<file path="src/rtl/queue.sv">
// queue: take-a-number controller counting issued and served tickets,
// saturating at CAPACITY with a sticky Full flag.
module queue #(
    parameter int WIDTH    = 8,
    parameter int CAPACITY = 100
) (
    input  logic             Clk,
    input  logic             Reset,
    input  logic             New,
    input  logic             Done,
    output logic [WIDTH-1:0] Current_Client,
    output logic [WIDTH-1:0] Total_Clients,
    output logic             Full
);
    localparam logic [WIDTH-1:0] CAP = CAPACITY[WIDTH-1:0];
    logic             new_prev_q, done_prev_q, full_q;
    logic [WIDTH-1:0] total_q, total_d, curr_q, curr_d;
    logic             new_ev, done_ev;
    always_comb begin
        new_ev  = New & ~new_prev_q;
        done_ev = Done & ~done_prev_q;
        // both guards use pre-update values, so simultaneous events are independent
        total_d = (new_ev && total_q < CAP) ? total_q + 1'b1 : total_q;
        curr_d  = (done_ev && curr_q < total_q) ? curr_q + 1'b1 : curr_q;
    end
    always_ff @(posedge Clk) begin
        new_prev_q  <= New;
        done_prev_q <= Done;
        if (Reset) begin
            total_q <= '0;
            curr_q  <= '0;
            full_q  <= 1'b0;
        end else begin
            total_q <= total_d;
            curr_q  <= curr_d;
            full_q  <= (total_d == CAP);
        end
    end
    assign Current_Client = curr_q;
    assign Total_Clients  = total_q;
    assign Full           = full_q;
endmodule

</file>
<file path="config.mk">
export PLATFORM = sky130hd
export DESIGN_NAME = queue
export DESIGN_NICKNAME = d
export VERILOG_FILES = /design/src/rtl/queue.sv
export SDC_FILE = /design/constraint.sdc
export NUM_CORES = 1
export LEC_CHECK = 0
export BUFFER_PORTS_ARGS = -buffer_cell sky130_fd_sc_hd__buf_2
export CAP_MARGIN = 10
export CORE_MARGIN = 2
export CORE_UTILIZATION = 57
export CTS_CLUSTER_SIZE = 30
export DETAILED_ROUTE_END_ITERATION = 12
export GPL_ROUTABILITY_DRIVEN = 0
export PLACE_DENSITY = 0.82
export REMOVE_ABC_BUFFERS = 1
export SETUP_SLACK_MARGIN = 0.02
export SYNTH_ARGS = -nofsm -noshare
export SYNTH_HDL_FRONTEND = slang
export SYNTH_SLANG_ARGS = --single-unit
</file>
<file path="constraint.sdc">
create_clock -name Clk -period 6.2 [get_ports Clk]
set_clock_uncertainty 0.2 [all_clocks]
set_input_delay 1.24 -clock Clk [delete_from_list [all_inputs] [get_ports Clk]]
set_output_delay 1.24 -clock Clk [all_outputs]
set_load 0.05 [all_outputs]
</file>
==> run metrics <==
outcome finished clean; Resize count post-CTS 0; Mean Syn Cell Area around 9.7 sq um; Worst path slowest cell dfxtp_1; clock-pin slew on the worst setup and hold paths 0.11 ns; row cnt 15; GRT Residual Overflow 0; CP Buf/Inv Count 1; EDFF count, synth 0; DP HPWL 1.54 mm; complex-gate fraction of the synthesized area 0.173; TritonCTS clock tree done; CP peak stage delay approximately 0.50 ns; Worst-Skew Late Latency 0.30 ns; count leader, synth dfxtp_1; XOR/XNOR Fraction of Synth Area 0.0581; Achievable Freq roughly 390 MHz; GRT Total Usage 0.219; Post-CTS Hold Buffers 0; placed inst area 1180 sq um; ys async rst share 0; Max-slew headroom 0.746; area share of the largest cell type after synthesis 0.361; FILL cells 154; hold violation total from the final report 0; dpl cells 152; Synth top cells by count 19 x dfxtp_1, 13 x nor2_1, 9 x ha_1, 8 x inv_1; Die Wd 47.0 um; DR vias/cell roughly 5.5; Seq/Total Area, Yosys 0.361; ant diodes 0; initial DRC count 13; CTS Buffer Depth 2; Ys Warns 0; arrival time of the worst setup path about 1.1 ns; Min Clock Period, post-route 2.57 ns; Clock Sinks 19; Non-Filler Instances 156; largest area contributor in the netlist dfxtp_1; critical path class reg -> out; Cell Chain, Critical Path buf_2; DIE AREA about 2200 sq um; count of cell types in the netlist 32; IO Count 21; via count 851; Final nets around 150; Antenna Nets Post-Route 0; CP endpoint kind output pin; Cell Pwr Density 174 nW/um^2; fin crit share 0.414; Lkg Pwr ~0.50 nW; Final WS setup 3.63 ns; Starting Density 0.611; area grow syn2layout 14.4%; Std-Cell Core Area 1730 sq um; multiplexer area fraction after synthesis 0.0415; post-place setup slack 3.42 ns; ys flop type dfxtp_1; CP Launch Type register; adder-cell share of the synthesized area 0.107; worst hold path type reg -> reg; Mapped Cells roughly 110; worst slew pin tran 0.372 ns; htree depth 1; largest net degree at the start of global routing 21; post-synthesis simple-gate area fraction 0.224; vias in the first global route about 790; Max Slew Vio Count 0; Critical Path RT 4.76 ns; largest family of logic cells by synthesized area simple AND/OR/NAND/NOR gates; Num CTS Buffers 3; PortBufs 20; DRT Pass-1 Iters 4; initial antenna violation count 0; synth top area cells dfxtp_1 36%, ha_1 11%, xnor2_1 5.0%; worst-path maximum fanout 6; Root Driver clkbuf_4; # Max-Cap Violations 0; fin area 1210 sq um; Top delay family on crit path flip-flops; final setup vio count 0; WL/cell 13.0 um; WL final 2.03 mm; Max VDD drop 111 uV; TNS Setup 0 ns; chip height between 40 and 50 um; buffer count from post-CTS setup fixing 0; residual DRC count 0; Synth Register Bits 19; RSZ-0062 raised after global routing no; share of cells above drive strength 1 0.275; global-route wire length before repair 3.37 mm; synthesized area between 1000 and 1500 sq um
## cell usage in the layout, fill, tap and decap left out
cell type,instances
clkinv_2,1
nor2_1,13
o21ai_2,1
nor3b_2,2
mux2i_1,1
a21oi_1,5
o211ai_1,3
buf_2,20
mux2_1,3
a21oi_2,1
and3_1,3
nor3b_4,1
nor4b_2,1
xor2_1,1
nor3b_1,1
inv_1,8
a211oi_1,1
a211oi_2,2
nand2_1,5
o311ai_4,1
nor2b_1,3
a31o_2,2
o21ai_1,1
nand4_1,6
ha_1,9
and2_1,1
o2111a_1,1
clkbuf_4,3
nand3_1,3
xnor2_1,6
a21oi_4,1
dfxtp_1,19
nand2b_1,1
a2111oi_0,1
## sequential cells by signal, indices dropped and copies added, names as in the netlist
name / flops
Current_Client: 8
Total_Clients: 8
Full: 1
done_prev_q: 1
new_prev_q: 1
## power breakdown
part / internal [W] / switching (W)
Combinational: 0.00000663 / 0.0000126
Sequential: 0.000124 / 0.00000232
Clock: 0.0000241 / 0.0000401
## area by class of cell
type                    count  area [sq um]  share of cell area
clock buffers               3          22.5              0.0187
clock inverters             1          5.00             0.00415
inverters                   8          30.0              0.0249
multi-input cells          80           637               0.528
flip-flops and latches     19           380               0.315
well taps                  25          31.3              0.0259
repair buffers             20           100              0.0830
## cell families after synthesis
family	count (synthesis)
and+or+nand+nor	40
AOI/OAI and AO/OA	20
DFF	19
buffers and inverters	10
adders and majority gates	9
xor gates and xnor gates	7
muxes	4
## worst paths after layout
check	startpoint	to	slack, ns	cells after the start
min	Total_Clients[1]	Total_Clients[1]	0.33	2
max reg2reg	Total_Clients[3]	Current_Client[4]	3.93	7
max	Total_Clients[4]	Total_Clients[4]	3.63	1
min reg2reg	Total_Clients[1]	Total_Clients[1]	0.33	2
## worst reg2reg max path, cell delays in order, from the launching register on
cell and delay [ns]:
dfxtp_1 0.45, inv_1 0.11, ha_1 0.32, a211oi_2 0.25
o21ai_2 0.12, a21oi_4 0.24, nand4_1 0.15, mux2_1 0.33
## stage by stage
step                utilization  power (W)  hold slack, ns
floorplan                     -   0.000143           0.401
global route              0.699   0.000217           0.358
finish                    0.699   0.000210           0.329
detailed placement        0.683   0.000148           0.320
global placement          0.683   0.000148           0.310
CTS                       0.699   0.000212           0.336
## layer usage
| metal | global-route usage | share of wire | up-vias |
|---|---|---|---|
| met5 | 0 | 0 | - |
| met4 | 0.111 | 0.014 | 0 |
| met3 | 0.0269 | 0.038 | 4 |
| met2 | 0.348 | 0.47 | 17 |
| met1 | 0.291 | 0.48 | 394 |
| li1 | - | - | 436 |
(Power assumes the default switching activity.)
